**src/rtl/col_sched_if.sv**
```systemverilog
// -----------------------------------------------------------------------------
// col_sched_if
// Column-scheduler bus: the slot strobe and its payload, the column-fetch
// valid/ready request, and the status outputs.
//   slave  modport : scheduler side (col_sched)
//   master modport : driver side (slot source, frame manager, status reader)
// Signals:
//   theta_valid_in  - one-cycle strobe, new angular slot
//   dtheta_in       - slot angle, sampled with the strobe
//   col_mask_in     - columns to consider, sampled with the strobe
//   col_valid_out   - column request valid
//   col_idx_out     - requested column index
//   col_dtheta_out  - slot angle attached to the request
//   col_ready_in    - downstream accepts the request
//   busy_out        - slot in progress
//   frame_done_out  - one-cycle slot completion pulse
//   overrun_out     - one-cycle pulse when a strobe is dropped
//   overrun_cnt_out - saturating count of dropped strobes
// -----------------------------------------------------------------------------
interface col_sched_if #(
   parameter int ROTATIONAL_RES = 256,
   parameter int NUM_COLS       = 64,
   parameter int OVR_CNT_W      = 16
) ();
   localparam int DTH_W = $clog2(ROTATIONAL_RES);
   localparam int IDX_W = $clog2(NUM_COLS);

   logic                 theta_valid_in;
   logic [DTH_W-1:0]     dtheta_in;
   logic [NUM_COLS-1:0]  col_mask_in;
   logic                 col_valid_out;
   logic [IDX_W-1:0]     col_idx_out;
   logic [DTH_W-1:0]     col_dtheta_out;
   logic                 col_ready_in;
   logic                 busy_out;
   logic                 frame_done_out;
   logic                 overrun_out;
   logic [OVR_CNT_W-1:0] overrun_cnt_out;

   modport slave (
      input  theta_valid_in, dtheta_in, col_mask_in, col_ready_in,
      output col_valid_out, col_idx_out, col_dtheta_out,
             busy_out, frame_done_out, overrun_out, overrun_cnt_out
   );

   modport master (
      output theta_valid_in, dtheta_in, col_mask_in, col_ready_in,
      input  col_valid_out, col_idx_out, col_dtheta_out,
             busy_out, frame_done_out, overrun_out, overrun_cnt_out
   );
endinterface

```
**src/rtl/col_sched.sv**
```systemverilog
// -----------------------------------------------------------------------------
// col_sched
// Per-angular-slot column scheduler for the rotating display. A slot strobe
// captures the slot angle and the column mask; the mask is then walked from
// column 0 upward, issuing one valid/ready request per enabled column and
// spending one cycle per masked-off column. Completion, busy status and
// dropped strobes (overruns) are reported.
// Ports:
//   clk_in - system clock
//   rst_in - synchronous, active-high reset
//   bus    - col_sched_if.slave (strobe/payload, column request, status)
// Optional feature (macro COL_SCHED_PENDING_EN): a one-deep pending slot
//   register absorbs a strobe arriving mid-slot; only a strobe that finds the
//   pending register already full counts as an overrun (newest slot wins).
// -----------------------------------------------------------------------------
module col_sched #(
   parameter int ROTATIONAL_RES = 256,
   parameter int NUM_COLS       = 64,
   parameter int OVR_CNT_W      = 16
) (
   input logic        clk_in,
   input logic        rst_in,
   col_sched_if.slave bus
);
   localparam int DTH_W = $clog2(ROTATIONAL_RES);
   localparam int IDX_W = $clog2(NUM_COLS);
   localparam logic [IDX_W-1:0] LAST_IDX = IDX_W'(NUM_COLS - 1);

   typedef enum logic [1:0] {IDLE, RUN, DONE} state_t;

   state_t               state;
   logic [IDX_W-1:0]     idx;
   logic [IDX_W-1:0]     idx_nxt;
   logic [NUM_COLS-1:0]  mask_q;
   logic [DTH_W-1:0]     dtheta_q;
   logic                 col_valid_r;
   logic                 busy_r;
   logic                 frame_done_r;
   logic                 overrun_r;
   logic [OVR_CNT_W-1:0] overrun_cnt;
   logic                 advance;

`ifdef COL_SCHED_PENDING_EN
   logic                 pend_full;
   logic [NUM_COLS-1:0]  pend_mask;
   logic [DTH_W-1:0]     pend_dtheta;
`endif

   function automatic logic [OVR_CNT_W-1:0] sat_inc(input logic [OVR_CNT_W-1:0] v);
      return (&v) ? v : v + OVR_CNT_W'(1);
   endfunction

   assign idx_nxt = idx + IDX_W'(1);

   // col_valid_r mirrors mask_q[idx] while running, so a masked-off column
   // (valid low) always advances and an enabled one advances only on ready.
   assign advance = !col_valid_r || bus.col_ready_in;

   always_ff @(posedge clk_in) begin
      if (rst_in) begin
         state        <= IDLE;
         idx          <= '0;
         mask_q       <= '0;
         dtheta_q     <= '0;
         col_valid_r  <= 1'b0;
         busy_r       <= 1'b0;
         frame_done_r <= 1'b0;
         overrun_r    <= 1'b0;
         overrun_cnt  <= '0;
`ifdef COL_SCHED_PENDING_EN
         pend_full    <= 1'b0;
         pend_mask    <= '0;
         pend_dtheta  <= '0;
`endif
      end else begin
         frame_done_r <= 1'b0;
         overrun_r    <= 1'b0;
         case (state)
            RUN: begin
               if (bus.theta_valid_in) begin
`ifdef COL_SCHED_PENDING_EN
                  pend_full   <= 1'b1;
                  pend_mask   <= bus.col_mask_in;
                  pend_dtheta <= bus.dtheta_in;
                  if (pend_full) begin
                     overrun_r   <= 1'b1;
                     overrun_cnt <= sat_inc(overrun_cnt);
                  end
`else
                  overrun_r   <= 1'b1;
                  overrun_cnt <= sat_inc(overrun_cnt);
`endif
               end
               if (advance) begin
                  if (idx == LAST_IDX) begin
                     // Index and angle are zeroed so the request outputs
                     // read 0 whenever no slot is running.
                     state        <= DONE;
                     idx          <= '0;
                     dtheta_q     <= '0;
                     col_valid_r  <= 1'b0;
                     busy_r       <= 1'b0;
                     frame_done_r <= 1'b1;
                  end else begin
                     idx         <= idx_nxt;
                     col_valid_r <= mask_q[idx_nxt];
                  end
               end
            end
            default: begin
               // IDLE and DONE both accept a new slot, so a strobe in the
               // done cycle starts the next slot without an idle bubble.
`ifdef COL_SCHED_PENDING_EN
               if (state == DONE && pend_full) begin
                  state       <= RUN;
                  idx         <= '0;
                  mask_q      <= pend_mask;
                  dtheta_q    <= pend_dtheta;
                  col_valid_r <= pend_mask[0];
                  busy_r      <= 1'b1;
                  pend_full   <= bus.theta_valid_in;
                  if (bus.theta_valid_in) begin
                     pend_mask   <= bus.col_mask_in;
                     pend_dtheta <= bus.dtheta_in;
                  end
               end else
`endif
               if (bus.theta_valid_in) begin
                  state       <= RUN;
                  idx         <= '0;
                  mask_q      <= bus.col_mask_in;
                  dtheta_q    <= bus.dtheta_in;
                  col_valid_r <= bus.col_mask_in[0];
                  busy_r      <= 1'b1;
               end else begin
                  state <= IDLE;
               end
            end
         endcase
      end
   end

   assign bus.col_valid_out   = col_valid_r;
   assign bus.col_idx_out     = idx;
   assign bus.col_dtheta_out  = dtheta_q;
   assign bus.busy_out        = busy_r;
   assign bus.frame_done_out  = frame_done_r;
   assign bus.overrun_out     = overrun_r;
   assign bus.overrun_cnt_out = overrun_cnt;
endmodule

```
**src/flat_wrapper.sv**
```systemverilog
// flat-port wrapper written by rule: the top's interface ports become plain ports
module col_sched_flat 
#(
   parameter int ROTATIONAL_RES = 256,
   parameter int NUM_COLS       = 64,
   parameter int OVR_CNT_W      = 16
)
  (clk_in, rst_in, bus_theta_valid_in, bus_dtheta_in, bus_col_mask_in, bus_col_ready_in, bus_col_valid_out, bus_col_idx_out, bus_col_dtheta_out, bus_busy_out, bus_frame_done_out, bus_overrun_out, bus_overrun_cnt_out);
  col_sched_if #(.ROTATIONAL_RES(ROTATIONAL_RES), .NUM_COLS(NUM_COLS), .OVR_CNT_W(OVR_CNT_W)) bus_i ();
  input logic clk_in;
  input logic rst_in;
  input wire logic [$bits(bus_i.theta_valid_in)-1:0] bus_theta_valid_in;
  input wire logic [$bits(bus_i.dtheta_in)-1:0] bus_dtheta_in;
  input wire logic [$bits(bus_i.col_mask_in)-1:0] bus_col_mask_in;
  input wire logic [$bits(bus_i.col_ready_in)-1:0] bus_col_ready_in;
  output wire logic [$bits(bus_i.col_valid_out)-1:0] bus_col_valid_out;
  output wire logic [$bits(bus_i.col_idx_out)-1:0] bus_col_idx_out;
  output wire logic [$bits(bus_i.col_dtheta_out)-1:0] bus_col_dtheta_out;
  output wire logic [$bits(bus_i.busy_out)-1:0] bus_busy_out;
  output wire logic [$bits(bus_i.frame_done_out)-1:0] bus_frame_done_out;
  output wire logic [$bits(bus_i.overrun_out)-1:0] bus_overrun_out;
  output wire logic [$bits(bus_i.overrun_cnt_out)-1:0] bus_overrun_cnt_out;
  assign bus_i.theta_valid_in = bus_theta_valid_in;
  assign bus_i.dtheta_in = bus_dtheta_in;
  assign bus_i.col_mask_in = bus_col_mask_in;
  assign bus_i.col_ready_in = bus_col_ready_in;
  assign bus_col_valid_out = bus_i.col_valid_out;
  assign bus_col_idx_out = bus_i.col_idx_out;
  assign bus_col_dtheta_out = bus_i.col_dtheta_out;
  assign bus_busy_out = bus_i.busy_out;
  assign bus_frame_done_out = bus_i.frame_done_out;
  assign bus_overrun_out = bus_i.overrun_out;
  assign bus_overrun_cnt_out = bus_i.overrun_cnt_out;
  col_sched #(.ROTATIONAL_RES(ROTATIONAL_RES), .NUM_COLS(NUM_COLS), .OVR_CNT_W(OVR_CNT_W)) u_core (.clk_in(clk_in), .rst_in(rst_in), .bus(bus_i));
endmodule
```
**config.mk**
```make
export PLATFORM = sky130hd
export DESIGN_NAME = col_sched_flat
export DESIGN_NICKNAME = d
export VERILOG_FILES = /design/src/rtl/col_sched_if.sv /design/src/rtl/col_sched.sv /design/src/flat_wrapper.sv
export SDC_FILE = /design/constraint.sdc
export NUM_CORES = 1
export LEC_CHECK = 0
export CORE_MARGIN = 3
export CORE_UTILIZATION = 40
export CTS_CLUSTER_DIAMETER = 60
export CTS_CLUSTER_SIZE = 8
export DETAILED_ROUTE_END_ITERATION = 12
export DONT_BUFFER_PORTS = 1
export GPL_TIMING_DRIVEN = 0
export PLACE_DENSITY = 0.58
export SETUP_SLACK_MARGIN = 0.1
export SLEW_MARGIN = 20
export SYNTH_ARGS = -nofsm -noshare
export SYNTH_HDL_FRONTEND = slang
export SYNTH_SLANG_ARGS = --single-unit
```
**constraint.sdc**
```tcl
create_clock -name clk_in -period 4.59 [get_ports clk_in]
set_input_delay 0.459 -clock clk_in [delete_from_list [all_inputs] [get_ports clk_in]]
set_output_delay 0.459 -clock clk_in [all_outputs]
set_load 0.1 [all_outputs]
```
==> flow_metrics.env <==
export IMPL_clk_latency_ps=360
export IMPL_finalNetCount=583
export IMPL_ys_seq_area_share_pct=46.3
export IMPL_synth_area_leader_cell="dfxtp_1"
export IMPL_synth_most_common_cell="nand2_1"
export IMPL_yosys_warnings=0
export IMPL_vias=3431
export IMPL_die_w_um=110
export IMPL_routed_wl_um=10500
export IMPL_cap_violations=0
export IMPL_hold_slack_ps=213
export IMPL_setup_viol=0
export IMPL_synth_commonest_cells="nand2_1 (140), dfxtp_1 (100), a21oi_1 (70), nor2_1 (34), clkbuf_1 (27)"
export IMPL_max_freq_ghz=0.311
export IMPL_firstDrtPassIters=4
export IMPL_grt_total_usage_pct=17.6
export IMPL_synth_top_area_share_pct=46.3
export IMPL_hold_buffers=0
export IMPL_synth_edf_count=0
export IMPL_die_h_um=110
export IMPL_drive_gt1_share_pct=8.64
export IMPL_ios=110
export IMPL_grt_met1_usage_pct=22.8
export IMPL_synth_ff_type="dfxtp_1"
export IMPL_swShare_pct=27.3
export IMPL_yosys_cell_types_count=50
export IMPL_h_tree_depth=3
export IMPL_drtAntennaViolNets=0
export IMPL_synthTopCellsByArea="dfxtp_1 (46%), nand2_1 (12%), a21oi_1 (8.1%)"
export IMPL_grt_pass1_wl_um=16300
export IMPL_worst_ir_drop_vdd_mv=0.182
export IMPL_hp_start="bus_theta_valid_in"
export IMPL_dp_hpwl_um=7820
export IMPL_antenna_found_initial=0
export IMPL_pwr_density_cell_mw_per_mm2=375
export IMPL_diodes=0
export IMPL_cts_tree="done"
export IMPL_ys_ff_latch=100
export IMPL_hold_viol_final=0
export IMPL_leakage_nw=1.63
export IMPL_portBuffers=0
export IMPL_cts_root_buffer="clkbuf_8"
export IMPL_r2r_start="u_core.bus.col_idx_out[1]"
export IMPL_drt_iter0_drc=111
export IMPL_syn_to_final_growth_pct=8.77
export IMPL_fp_row_count=37
export IMPL_avgSynthCellArea_um2=8.75
export IMPL_vias_per_cell=5.32
export IMPL_crit_required_ps=4820
export IMPL_grtUsageMet2_pct=26.9
export IMPL_power_share_clock_pct=34.5
export IMPL_top_usage_layer="met2"
export IMPL_syn_inst=494
export IMPL_worstMarginPinSlew_ps=1130
export IMPL_run_status="finished, final reports clean"
export IMPL_p_sw_uw=481
export IMPL_intPower_mw=1.28
export IMPL_end_kind="flip-flop"
export IMPL_cp_max_fo=10
export IMPL_cts_max_path_buffers=2
export IMPL_die_area_mm2=0.0121
export IMPL_critPathArrivalTime_ps=3440
export IMPL_cp_start_kind="flip-flop"
export IMPL_seq_power_share_pct=55.8
export IMPL_worstHoldPathType="primary input to flip-flop"
export IMPL_period_needed_ps=3220
export IMPL_grt_start_max_net_pins=16
export IMPL_crit_type="flip-flop to flip-flop"
export IMPL_synthArstFlopShare_pct=0
export IMPL_maxSlewViolCount=0
export IMPL_fin_skew_ps=10.6
export IMPL_core_mm2=0.0104
export IMPL_cts_sinks=100
export IMPL_clk_pin_slew_ps=90
export IMPL_wl_per_cell_um=16.3
export IMPL_critPathLaunch="u_core.bus.col_idx_out[1]"
export IMPL_start_util_pct=41.5
export IMPL_use_met3_pct=5.81
export IMPL_grt_pass1_vias=3301
export IMPL_combPwrFrac_pct=9.7
export IMPL_slew_headroom_pct=24.5
export IMPL_tns_ps=0
export IMPL_syn_nets=572
export IMPL_rsz0062_at_grt="no"
export IMPL_syn_area_mm2=0.00432
export IMPL_grt_overflow=0
export IMPL_cts_buffers=9
export IMPL_postCtsResizedCells=0
export IMPL_drc_errors=0
export IMPL_cts_setup_buffers=0
export IMPL_fin_crit_sh_pct=70.1
export IMPL_routabilityCongestion=0.800
==> power groups by stage <==
| stage | Combinational [mW] | Sequential (mW) | Clock, mW |
|---|---|---|---|
| 2_1_floorplan | 0.134 | 0.995 | 0 |
| 3_3_place_gp | 0.170 | 1.00 | 0 |
| 3_5_place_dp | 0.173 | 1.00 | 0 |
| 4_1_cts | 0.173 | 0.982 | 0.617 |
| 5_1_grt | 0.194 | 0.987 | 0.650 |
| 6_report | 0.171 | 0.982 | 0.607 |
==> sequential cells by signal, summed over array words and instances (netlist names) <==
name,count
u_core.state,2
u_core.bus.col_dtheta_out,8
u_core.bus.overrun_cnt_out,16
u_core.bus.col_valid_out,1
u_core.bus.frame_done_out,1
u_core.bus.overrun_out,1
u_core.bus.col_idx_out,6
u_core.mask_q,64
u_core.bus.busy_out,1
==> cell usage in the layout, fill, tap and decap left out, types with 8 or more instances in the layout <==
| cell type | synthesis | layout |
|---|---|---|
| mux2i_1 | 9 | 9 |
| xor2_1 | 11 | 11 |
| nand3_1 | 8 | 8 |
| clkbuf_1 | 27 | 29 |
| mux4_2 | 10 | 10 |
| nand2_1 | 140 | 140 |
| a21oi_1 | 70 | 70 |
| clkbuf_8 | 0 | 9 |
| nor2_1 | 34 | 34 |
| dfxtp_1 | 100 | 97 |
| a22oi_1 | 11 | 11 |
==> kinds of logic (layout without fill, tap and decap cells) <==
kind of cell / count (synthesis) / after routing / share of synthesized area (%)
fa+ha+maj: 2 / 2 / 0.579
flops: 100 / 100 / 46.3
xor+xnor: 20 / 20 / 4.66
simple gates: 217 / 217 / 21.7
compound gates: 96 / 96 / 13.1
mux: 26 / 26 / 10.5
buf+inv: 33 / 48 / 3.18
==> routing by layer <==
metal / routed length [um] / up-vias
met2: 4910 / 85
met5: 0 / -
met1: 4750 / 1616
met3: 687 / 15
met4: 180 / 0
li1: - / 1715
==> critical path, stage by stage (launching register included) <==
cell,delay (ps)
dfxtp_1,1060
ha_1,220
buf_2,320
buf_2,370
mux4_2,560
mux2i_1,220
nand3_1,110
nand4_1,130
o221ai_2,90
==> layout make-up <==
cell class	count	area [um^2]
multi-input combinational	361	2180
sequential	100	2010
tap	136	170
buffer	31	130
clock inverter	4	73.8
fill	1051	5720
clock buffer	11	131
inverter	2	7.51
==> final timing paths <==
check                                   to  slack [ps]  cells past startpoint
setup reg to reg  u_core.bus.col_valid_out        1370                      8
hold reg to reg          u_core.mask_q[46]         460                      2
setup / recovery  u_core.bus.col_valid_out        1370                      8
hold / removal      u_core.bus.overrun_out         210                      1
==> stage by stage <==
stage	cells	instance area [um^2]	setup slack, ps	total power [mW]	util, %
5_1_grt	645	4700	1180	1.83	45.1
4_1_cts	645	4700	1350	1.77	45.1
3_5_place_dp	630	4490	1360	1.18	43.1
3_3_place_gp	630	4490	1360	1.17	43.1
2_1_floorplan	494	4320	1810	1.13	-
6_report	645	4700	1370	1.76	45.1
No activity file was read; power rests on OpenSTA's default activity.
